**src/rtl/cordic_pkg.sv**
```systemverilog
// Shared widths, controller state encoding and result bundle for the CORDIC job controller.
package cordic_pkg;

    localparam int CORDIC_DATA_W = 16;
    localparam int CORDIC_PHI_W  = 8;
    localparam int CORDIC_IT_W   = 4;
    localparam int CORDIC_WDOG   = 20;

    typedef enum logic [1:0] {
        ST_IDLE  = 2'd0,
        ST_START = 2'd1,
        ST_RUN   = 2'd2,
        ST_DONE  = 2'd3
    } state_t;

    // Captured result: vector, accumulated angle and the timeout flag.
    typedef struct packed {
        logic [CORDIC_DATA_W-1:0]  x;
        logic [CORDIC_DATA_W-1:0]  y;
        logic [CORDIC_PHI_W+7:0]   deg;
        logic                      err;
    } result_t;

endpackage

```
**src/rtl/cordic_wdog.sv**
```systemverilog
// Clearable saturating cycle counter; expired_o flags the last allowed RUN cycle (count == WDOG-1).
module cordic_wdog #(
    parameter int WDOG  = 20,
    parameter int CNT_W = $clog2(WDOG + 1)
) (
    input  logic clk_i,
    input  logic rst_i,
    input  logic clr_i,
    input  logic en_i,
    output logic expired_o
);

    logic [CNT_W-1:0] r_cnt;

    // Clear wins over count; the counter parks at WDOG instead of wrapping.
    always_ff @(posedge clk_i or posedge rst_i) begin
        if (rst_i) begin
            r_cnt <= '0;
        end else if (clr_i) begin
            r_cnt <= '0;
        end else if (en_i && (r_cnt != CNT_W'(WDOG))) begin
            r_cnt <= r_cnt + 1'b1;
        end
    end

    assign expired_o = (r_cnt == CNT_W'(WDOG - 1));

endmodule

```
**src/rtl/cordic_ctrl.sv**
```systemverilog
// Job controller for cordic_datapath: accepts a job, starts the datapath, waits for the
// requested iteration count (or a watchdog timeout) and presents the captured result.
module cordic_ctrl
    import cordic_pkg::*;
#(
    parameter int DATA_W = CORDIC_DATA_W,
    parameter int PHI_W  = CORDIC_PHI_W,
    parameter int IT_W   = CORDIC_IT_W,
    parameter int WDOG   = CORDIC_WDOG
) (
    input  logic              clk_i,
    input  logic              rst_i,
    input  logic              in_valid_i,
    output logic              in_ready_o,
    input  logic [DATA_W-1:0] x_i,
    input  logic [DATA_W-1:0] y_i,
    input  logic [PHI_W-1:0]  phi_i,
    input  logic [IT_W-1:0]   num_it_i,
    output logic              dp_start_o,
    output logic [DATA_W-1:0] dp_x_o,
    output logic [DATA_W-1:0] dp_y_o,
    output logic [PHI_W-1:0]  dp_phi_o,
    output logic [IT_W-1:0]   dp_num_it_o,
    input  logic [IT_W-1:0]   dp_n_i,
    input  logic [DATA_W-1:0] dp_x_i,
    input  logic [DATA_W-1:0] dp_y_i,
    input  logic [PHI_W+7:0]  dp_deg_i,
    output logic              out_valid_o,
    input  logic              out_ready_i,
    output logic [DATA_W-1:0] x_o,
    output logic [DATA_W-1:0] y_o,
    output logic [PHI_W+7:0]  deg_o,
    output logic              err_o,
    output logic              busy_o,
    output logic [1:0]        dbg_state_o
);

    // Handshakes: a transfer happens on a rising clk edge where valid and ready are both high;
    // valid never depends on ready, and ready/valid here decode only from the state register.

    state_t          r_state;
    state_t          w_next;
    logic [DATA_W-1:0] r_x;
    logic [DATA_W-1:0] r_y;
    logic [PHI_W-1:0]  r_phi;
    logic [IT_W-1:0]   r_num_it;
    result_t         r_res;
    logic            w_accept;
    logic            w_match;
    logic            w_expired;
    logic            w_capture;

    assign w_accept  = (r_state == ST_IDLE) && in_valid_i;
    assign w_match   = (dp_n_i == r_num_it);
    assign w_capture = (r_state == ST_RUN) && (w_match || w_expired);

    always_ff @(posedge clk_i or posedge rst_i) begin
        if (rst_i) begin
            r_state <= ST_IDLE;
        end else begin
            r_state <= w_next;
        end
    end

    always_comb begin
        w_next = r_state;
        case (r_state)
            ST_IDLE: begin
                if (in_valid_i) begin
                    w_next = (num_it_i != '0) ? ST_START : ST_DONE;
                end
            end
            ST_START: w_next = ST_RUN;
            ST_RUN: begin
                if (w_match || w_expired) begin
                    w_next = ST_DONE;
                end
            end
            ST_DONE: begin
                if (out_ready_i) begin
                    w_next = ST_IDLE;
                end
            end
            default: w_next = ST_IDLE;
        endcase
    end

    always_ff @(posedge clk_i or posedge rst_i) begin
        if (rst_i) begin
            r_x      <= '0;
            r_y      <= '0;
            r_phi    <= '0;
            r_num_it <= '0;
        end else if (w_accept) begin
            r_x      <= x_i;
            r_y      <= y_i;
            r_phi    <= phi_i;
            r_num_it <= num_it_i;
        end
    end

    // A zero-iteration job bypasses the datapath and returns the input vector unrotated.
    always_ff @(posedge clk_i or posedge rst_i) begin
        if (rst_i) begin
            r_res <= '0;
        end else if (w_accept && (num_it_i == '0)) begin
            r_res.x   <= x_i;
            r_res.y   <= y_i;
            r_res.deg <= '0;
            r_res.err <= 1'b0;
        end else if (w_capture) begin
            r_res.x   <= dp_x_i;
            r_res.y   <= dp_y_i;
            r_res.deg <= dp_deg_i;
            r_res.err <= ~w_match;
        end
    end

    cordic_wdog #(
        .WDOG (WDOG)
    ) u_wdog (
        .clk_i     (clk_i),
        .rst_i     (rst_i),
        .clr_i     (r_state == ST_START),
        .en_i      (r_state == ST_RUN),
        .expired_o (w_expired)
    );

    assign in_ready_o  = (r_state == ST_IDLE);
    assign out_valid_o = (r_state == ST_DONE);
    assign busy_o      = (r_state != ST_IDLE);
    assign dp_start_o  = (r_state == ST_START);
    assign dp_x_o      = r_x;
    assign dp_y_o      = r_y;
    assign dp_phi_o    = r_phi;
    assign dp_num_it_o = r_num_it;
    assign x_o         = r_res.x;
    assign y_o         = r_res.y;
    assign deg_o       = r_res.deg;
    assign err_o       = r_res.err;
    assign dbg_state_o = r_state;

endmodule

```
**config.mk**
```make
export PLATFORM = sky130hd
export DESIGN_NAME = cordic_ctrl
export DESIGN_NICKNAME = d
export VERILOG_FILES = /design/src/rtl/cordic_pkg.sv /design/src/rtl/cordic_wdog.sv /design/src/rtl/cordic_ctrl.sv
export SDC_FILE = /design/constraint.sdc
export NUM_CORES = 1
export LEC_CHECK = 0
export CAP_MARGIN = 20
export CORE_UTILIZATION = 51
export CTS_CLUSTER_SIZE = 25
export DETAILED_ROUTE_END_ITERATION = 7
export DONT_BUFFER_PORTS = 1
export GPL_TIMING_DRIVEN = 0
export HOLD_SLACK_MARGIN = 0.08
export PLACE_DENSITY = 0.66
export SLEW_MARGIN = 20
export SYNTH_ARGS = -nofsm -noshare
export SYNTH_HDL_FRONTEND = slang
export SYNTH_SLANG_ARGS = --single-unit
export TNS_END_PERCENT = 10
```
**constraint.sdc**
```tcl
create_clock -name clk_i -period 5.3 [get_ports clk_i]
set_input_delay 1.06 -clock clk_i [delete_from_list [all_inputs] [get_ports clk_i]]
set_output_delay 1.06 -clock clk_i [all_outputs]
set_load 0.005 [all_outputs]
```
Word-level counts from Yosys, hierarchy flattened

Index checks and enable logic that the tools add are counted.

Word-level logic and storage cells: 42
Flip-flop bits (word level): 100
Output and inout port bits: 99

Equality and inequality tests: 9
Multiplexer cells: 9
Add/sub/neg operators: 1
Reductions and logical operators: 12
Bitwise logic cells: 1

Operators by type and width:

| operator            | count |
|---|---|
| $mux 49             | 2 |
| $mux 5              | 2 |
| $mux 2              | 4 |
| $pmux 2 s4          | 1 |
| $reduce_bool 2->1   | 3 |
| $add 5x1->5 const B | 1 |
| $eq 5x5->1 const B  | 1 |
| $ne 5x5->1 const B  | 1 |
| $eq 2x2->1 const B  | 2 |
| $eq 4x4->1          | 1 |
| $logic_and 1x1->1   | 4 |
| $logic_not 4->1     | 1 |
| $ne 2x2->1 const B  | 2 |
| $reduce_bool 4->1   | 1 |
| $reduce_and 3->1    | 1 |
| $eq 2x1->1 const B  | 1 |
| $logic_not 2->1     | 1 |
| $ne 2x1->1 const B  | 1 |
| $logic_or 1x1->1    | 1 |
| $not 1->1           | 1 |

Depth between registers and ports, before layout

Gate-level depths: netlist of run 1.

Depth in word-level cells: 5
Gate-level depth with buffers: 7

Modules after synthesis

A second synthesis of run 1 with hierarchy kept.

Cell total of the unflattened synthesis: 408
Area total of the unflattened synthesis: 4446.8 µm²

Modules (own cells, without submodules):

| module      | area an instance (µm²) | cells an instance | instances | sequential area each (µm²) |
|---|---|---|---|---|
| cordic_ctrl | 4152.7                 | 378               | 1         | 2377.3 |
| cordic_wdog | 294.0                  | 30                | 1         | 125.1 |

Least setup slack after synthesis of run 1

No wires, ideal clock.

Path type: input -> register
From: input dp_n_i[1]
To: register r_res, in the netlist deg_o[11]
Data required time: 5.223 ns
Library setup time: 0.077 ns
Slack: 2.942 ns
Arrival: 2.281 ns
Stages on the path: 6
Cells stage by stage: xor2_1 > o41ai_4 > buf_6 > buf_4 > nand3_1 > a21oi_1

Word-level cells in the longest chain between the ends: 4

RTL lines:

| item                               | line              | text |
|---|---|---|
| start: declaration                 | cordic_ctrl.sv:24 | `input logic [IT_W-1:0] dp_n_i,` |
| $eq 4x4->1                         | cordic_ctrl.sv:54 | `assign w_match = (dp_n_i == r_num_it);` |
| $logic_or 1x1->1                   | cordic_ctrl.sv:55 | `assign w_capture = (r_state == ST_RUN) && (w_match \|\| w_expired);` |
| $logic_and 1x1->1                  | cordic_ctrl.sv:55 |  |
| $reduce_bool 2->1 (no source line) | n/a               |  |
| end: declaration                   | cordic_ctrl.sv:47 | `result_t r_res;` |

Every way passes these cells.
A chain may end at the register's enable or synchronous reset.

Worst setup path after layout of run 1

From: input num_it_i[0]
To: register r_res, in the netlist deg_o[6]

Word-level cells in the longest chain between the ends: 3
Elaborated cells between the ends (all ways): 4
Classes of those cells: 1 x mux; 3 x reduce/logical

RTL lines:

| item                                         | line               | text |
|---|---|---|
| start: declaration                           | cordic_ctrl.sv:18  | `input logic [IT_W-1:0] num_it_i,` |
| $logic_not 4->1 (*)                          | cordic_ctrl.sv:106 | `end else if (w_accept && (num_it_i == '0)) begin` |
| $logic_and 1x1->1 (*)                        | cordic_ctrl.sv:106 |  |
| $mux 49 or $reduce_bool 2->1 (tied branches) | n/a                |  |

Mark *: on every way between the ends. The rest lies on a longest branch, timed or not.

==> results.py, run 1 <==
metrics = {
    "global_routing": {
        "grtUsageTotal": 0.2446,
        "grt_remaining_overflow": 0,
        "grt_antenna_before_repair": 1,
        "first_global_vias": 3708,
        "grt_first_pass_wirelength_um": 18750,
        "grt_max_degree": 76,
    },
    "synthesis": {
        "synth_top_flop_cell": "dfrtp_1",
        "synth_edf_count": 0,
        "netlist_area_um2": 4822,
        "synthCells": 435,
        "yosysWarnings": 0,
        "syn_avg_cell_area_um2": 11.09,
        "synth.distinct_cells": 29,
        "synth_nets": 542,
        "synth_seq_area_share": 0.5189,
        "synth-seq-cells": 100,
        "async_flop_share": 1.000,
    },
    "cts": {
        "cts_hold_buf": 0,
        "post_cts_buffers": 0,
        "cts_tree": "yes",
        "cts-resized-gates": 0,
        "clock-sinks": 100,
        "htreeDepth": 3,
        "clockBufferDepth": 2,
        "clockRootBuffer": "clkbuf_8",
        "clk_pin_slew_worst_paths_ns": 0.10,
        "numCtsBuffers": 9,
        "clock_latency_ns": 0.36,
    },
    "layout": {
        "layout-drive-gt1-share": 0.1571,
        "multi_input_area_um2": 2132,
        "nFillCells": 825,
        "fin_nets": 554,
        "area_growth_pct": 8.070,
        "ff_latch_area_um2": 2502,
    },
    "route": {
        "wl_per_cell_um": 20.96,
        "met1_length_um": 4905,
        "ant_nets": 0,
        "drtIter0Drc": 135,
        "met3WireLength_um": 942,
        "firstDrtPassIters": 4,
        "wl_um": 11820,
        "drcViolationCount": 0,
        "routed.top_layer": "met4",
        "route.vias.total": 3473,
        "met2_length_um": 5769,
        "viasPerCell": 6.158,
    },
    "floorplan": {
        "dieArea_um2": 9848,
        "fp.coreArea_um2": 9196,
        "ios": 199,
        "die_y_um": 99.24,
        "start_util": 0.5244,
        "rows": 35,
        "die_w_um": 99.24,
    },
    "sta": {
        "tightestPinTransition_ns": 0.7954,
        "finClkSkew_ns": 0.01096,
        "fmax_mhz": 372.9,
        "fin_setup_tns_ns": 0,
        "rsz0062_at_grt": "no",
        "period_share": 0.5060,
        "hold_viol": 0,
        "slew_headroom": 0.4648,
        "setup_viol_count_final": 0,
        "slew_viol_final": 0,
        "fin_crit_ns": 2.682,
        "fin_ws_ns": 2.618,
    },
    "critical_path": {
        "crit_chain": "nor4_1, nor2b_1, clkbuf_1, buf_2, a21oi_1",
        "worst-setup-path-type": "primary input to flop",
        "cp-end-kind": "flop",
        "startpoint_type": "primary input",
        "required_ns": 5.54,
        "cp.arrival_ns": 2.92,
        "worstPathMaxFanout": 10,
        "crit_slowest_cell": "nor4_1",
        "cpPeakStageDelay_ns": 0.69,
        "critPathTopFamily": "simple AND/OR/NAND/NOR gates",
        "crit_buf_inv": 2,
    },
    "flow_run": {
        "maxCapViolCount": 0,
    },
    "placed_design": {
        "dp_slack_ns": 2.150,
        "gp_congestion": 0.7571,
        "dpl.hpwl_um": 8687,
        "portBuffers": 0,
    },
    "worst_hold_path": {
        "hold_path_class": "primary input to async pin",
    },
    "status": {
        "status": "completed",
    },
    "power_and_ir_drop": {
        "pwr_density_cell_nw_per_um2": 519.8,
        "finalPower_mw": 2.709,
        "peakVddDrop_mv": 0.1976,
        "leakagePower_nw": 2.095,
    },
}
## Yosys cell counts (all sizes together), types with 2 or more instances
cell type | instances | share of area
dfrtp | 100 | 0.52
mux2 | 44 | 0.10
nor2 | 36 | 0.028
mux2i | 34 | 0.071
a211oi | 33 | 0.051
nand2b | 32 | 0.042
nor3 | 32 | 0.033
clkbuf | 24 | 0.019
nand3 | 20 | 0.021
a21oi | 19 | 0.020
o21ai | 16 | 0.017
buf | 8 | 0.014
inv | 8 | 0.0062
ha | 7 | 0.018
xor2 | 7 | 0.013
nand2 | 3 | 0.0023
nor4 | 2 | 0.0026
## state kept, by name (all words and copies together), names as in the netlist
register      flops
dp_phi_o          8
dbg_state_o       2
err_o             1
deg_o            16
dp_y_o           16
x_o              16
u_wdog.r_cnt      5
dp_x_o           16
dp_num_it_o       4
y_o              16
## metrics by stage
stage	hold slack, ns	cell area, um^2	instances	util
after global routing	0.5005	5211	564	0.5667
after CTS	0.4911	5209	563	0.5664
after detailed placement	0.5215	4994	547	0.5430
after global placement	0.5158	4961	546	0.5395
final	0.5014	5211	564	0.5667
after floorplan	0.5042	4822	435	-
## report_power, final
group / internal, mW / switching (mW)
Combinational: 0.432 / 0.491
Sequential: 1.03 / 0.222
Clock: 0.268 / 0.267
## worst paths after layout
path | startpoint | end | slack (ns) | cells after the start
max in group asynchronous | rst_i | y_o[2] | 4.14 | 2
hold / removal | rst_i | dp_x_o[1] | 0.50 | 1
hold reg to reg | dp_x_o[15] | dp_x_o[15] | 0.54 | 1
setup / recovery | num_it_i[0] | deg_o[6] | 2.62 | 5
min in group clk_i | dp_x_o[15] | dp_x_o[15] | 0.54 | 1
setup reg to reg | dbg_state_o[0] | err_o | 2.73 | 7
## cell usage in the layout, fill, tap and decap left out, types with 2 or more instances in the layout
cell type	Yosys	routed
clkinvlp_4	0	2
nand2_1	3	3
a211oi_1	33	33
inv_6	0	2
xor2_1	7	7
a21oi_1	19	19
buf_6	4	4
nor2_1	36	36
mux2_2	44	44
nor3_1	32	32
ha_1	7	7
inv_1	8	7
clkbuf_8	0	9
dfrtp_1	100	100
mux2i_1	34	34
buf_2	3	3
nand2b_1	32	32
o21ai_0	16	16
nand3_1	20	20
bufinv_16	0	2
nor4_1	2	2
clkbuf_1	24	26
## kinds of logic after synthesis
group	after synthesis	synth area share
multiplexers	78	0.1733
buffers and inverters	40	0.03892
AO/OA/AOI/OAI	72	0.09938
adder cells (fa/ha/maj)	7	0.01816
XOR/XNOR	8	0.01453
flip-flops	100	0.5189
AND/OR/NAND/NOR	130	0.1367
## layer usage
layer | vias to the layer above | GRT usage
met2 | 165 | 0.4044
met1 | 1719 | 0.3115
met3 | 15 | 0.05762
met5 | - | 0
met4 | 0 | 0.09842
li1 | 1574 | -
## final cells by class
| cell class | instances | share of cell area |
|---|---|---|
| Clock buffer | 11 | 0.02521 |
| Tap cell | 111 | 0.02665 |
| Timing Repair Buffer | 1 | 0.005282 |
| Sequential cell | 100 | 0.4802 |
| Inverter | 8 | 0.006723 |
| Antenna cell | 1 | 0.0004802 |
| Multi-Input combinational cell | 295 | 0.4091 |
| Clock inverter | 5 | 0.01609 |
| Buffer | 32 | 0.03025 |
## worst reg2reg max path: cells and delay by family, from the launching register on
family	cells	cell delay, ns
buf+inv	4	1.52
fa+ha+maj	1	0.15
compound gates	2	0.36
flops	1	0.46
(Power assumes the default switching activity.)
==> inputs of run 2 (changes only) <==
==> constraint.sdc (replaced) <==
create_clock -name clk_i -period 2.5 [get_ports clk_i]
set_input_delay 0.5 -clock clk_i [delete_from_list [all_inputs] [get_ports clk_i]]
set_output_delay 0.5 -clock clk_i [all_outputs]
set_load 0.005 [all_outputs]
==> run 2 against run 1 <==
  * Routed wire length grew 1.6%
  * Via count shrank 0.26%
  * Setup slack lost 2.5 ns
  * Die area is the same
  * Sequential power grew 110%
  * Global-route usage shrank 0.13 points
  * Final cell count grew 0.35%
  * Critical path depth grew 2
  * Hold slack lost 0.23 ns
  * Clock-buffer cell count grew 1
  * Critical endpoint is now y_o[13]
==> results.py, run 2 (same netlist as run 1, synthesis figures left out) <==
metrics = {
    "sta": {
        "slew_headroom": 0.5266,
        "fin_crit_ns": 2.411,
        "fin_setup_tns_ns": 0,
        "slew_viol_final": 0,
        "finClkSkew_ns": 0.01501,
        "hold_viol": 0,
        "period_share": 0.9645,
        "fin_ws_ns": 0.08885,
        "tightestPinTransition_ns": 0.7101,
        "setup_viol_count_final": 0,
        "fmax_mhz": 414.7,
        "rsz0062_at_grt": "yes",
        "hold-worst-slack_ns": 0.2741,
    },
    "cts": {
        "clock-sinks": 100,
        "numCtsBuffers": 9,
        "cts_tree": "yes",
        "clk_pin_slew_worst_paths_ns": 0.10,
        "clockBufferDepth": 2,
        "clockRootBuffer": "clkbuf_8",
        "htreeDepth": 3,
        "clock_latency_ns": 0.36,
    },
    "placed_design": {
        "dpl.hpwl_um": 8851,
        "portBuffers": 0,
        "dp_slack_ns": -0.1144,
        "gp_congestion": 0.7391,
    },
    "layout": {
        "area_growth_pct": 8.563,
        "fin_util": 0.5693,
        "layout_commonest_cell": "dfrtp_1",
        "layout-drive-gt1-share": 0.1740,
        "fin_nets": 556,
        "final_cell_mix": "dfrtp_1, mux2_2, nor2_1",
    },
    "global_routing": {
        "grtUsageTotal": 0.2433,
        "grt_antenna_before_repair": 1,
        "first_global_vias": 3587,
        "grt_remaining_overflow": 0,
        "grt_first_pass_wirelength_um": 18520,
        "grt_max_degree": 33,
    },
    "route": {
        "met2_length_um": 5740,
        "viasPerCell": 6.120,
        "met3WireLength_um": 1050,
        "route.vias.total": 3464,
        "drtIter0Drc": 155,
        "wl_um": 12010,
        "firstDrtPassIters": 4,
        "met1_length_um": 5067,
        "ant_nets": 0,
        "wl_per_cell_um": 21.21,
        "drcViolationCount": 0,
        "routed.top_layer": "met4",
    },
    "status": {
        "status": "completed",
    },
    "floorplan": {
        "ios": 199,
        "die_w_um": 99.24,
        "start_util": 0.5244,
        "dieArea_um2": 9848,
        "die_y_um": 99.24,
        "fp.coreArea_um2": 9196,
        "rows": 35,
    },
    "critical_path": {
        "startpoint_type": "flop",
        "cp.arrival_ns": 2.66,
        "worstPathMaxFanout": 10,
        "worst-setup-path-type": "flop to flop",
        "r2r_setup_slack_ns": 0.09,
        "required_ns": 2.74,
        "cp-end-kind": "flop",
    },
    "power_and_ir_drop": {
        "pwr_density_cell_nw_per_um2": 1074,
        "peakVddDrop_mv": 0.4174,
        "leakagePower_nw": 2.118,
    },
    "worst_hold_path": {
        "hold_path_class": "primary input to flop",
    },
    "flow_run": {
        "maxCapViolCount": 0,
    },
}
[run 2: changes by cell type in the layout (fill, tap and decap cells not counted), moves of 2 or more]
cell	delta
buf_12	+2
bufinv_16	-2
clkbuf_1	-7
clkbuf_2	+5
clkbuf_8	+2
[run 2: final cells by class]
| type | count | area, um^2 |
|---|---|---|
| well taps | 111 | 138.9 |
| plain buffers | 31 | 160.2 |
| clock inverters | 4 | 32.53 |
| fillers | 819 | 3961 |
| flip-flops and latches | 100 | 2502 |
| inverters | 8 | 33.78 |
| diodes | 1 | 2.502 |
| clock buffers | 12 | 155.1 |
| multi-input cells | 295 | 2132 |
| repair buffers | 4 | 77.57 |
[run 2: worst paths after layout]
path                       cells after the start           to           start
max in group asynchronous                      4      x_o[15]           rst_i
min in group asynchronous                      2       y_o[5]           rst_i
hold reg to reg                                1  dp_phi_o[3]     dp_phi_o[3]
setup / recovery                               7      y_o[13]  dbg_state_o[0]
setup reg to reg                               7      y_o[13]  dbg_state_o[0]
hold / removal                                 2     deg_o[7]     dp_deg_i[7]
[run 2: per-stage QoR]
step / total power, mW / cell area [um^2] / cells
after floorplan: 4.143 / 4826 / 435
after global placement: 4.580 / 4965 / 546
after detailed placement: 4.681 / 5032 / 549
after CTS: 5.676 / 5233 / 566
after global routing: 5.982 / 5235 / 566
final: 5.622 / 5235 / 566
[run 2: worst max-delay path, stage by stage, from the launching register on]
cell,delay [ns]
dfrtp_1,0.46
inv_1,0.14
ha_1,0.28
nand2_1,0.28
nor2b_1,0.38
clkbuf_1,0.43
nor3_1,0.09
a211oi_1,0.24
[run 2: timing repair]
item | in CTS | in global routing
resized for setup | 2 | 6
pin swaps | 0 | 0
buffers inserted | 0 | 0
cloned | 0 | 0
hold endpoints to repair | 5 | 0
endpoints found under the setup margin | 11 | 47
hold buffers | 1 | 0
[run 2: metal layers]
| metal | global-route usage | vias up |
|---|---|---|
| li1 | - | 1578 |
| met1 | 0.3053 | 1706 |
| met2 | 0.4028 | 168 |
| met3 | 0.06957 | 12 |
| met4 | 0.08824 | 0 |
| met5 | 0 | - |
[run 2: power by group]
part / leakage, nW / switching, mW / internal, mW
Clock: 0.0892 / 0.560 / 0.423
Combinational: 0.748 / 1.05 / 0.927
Sequential: 1.28 / 0.484 / 2.18
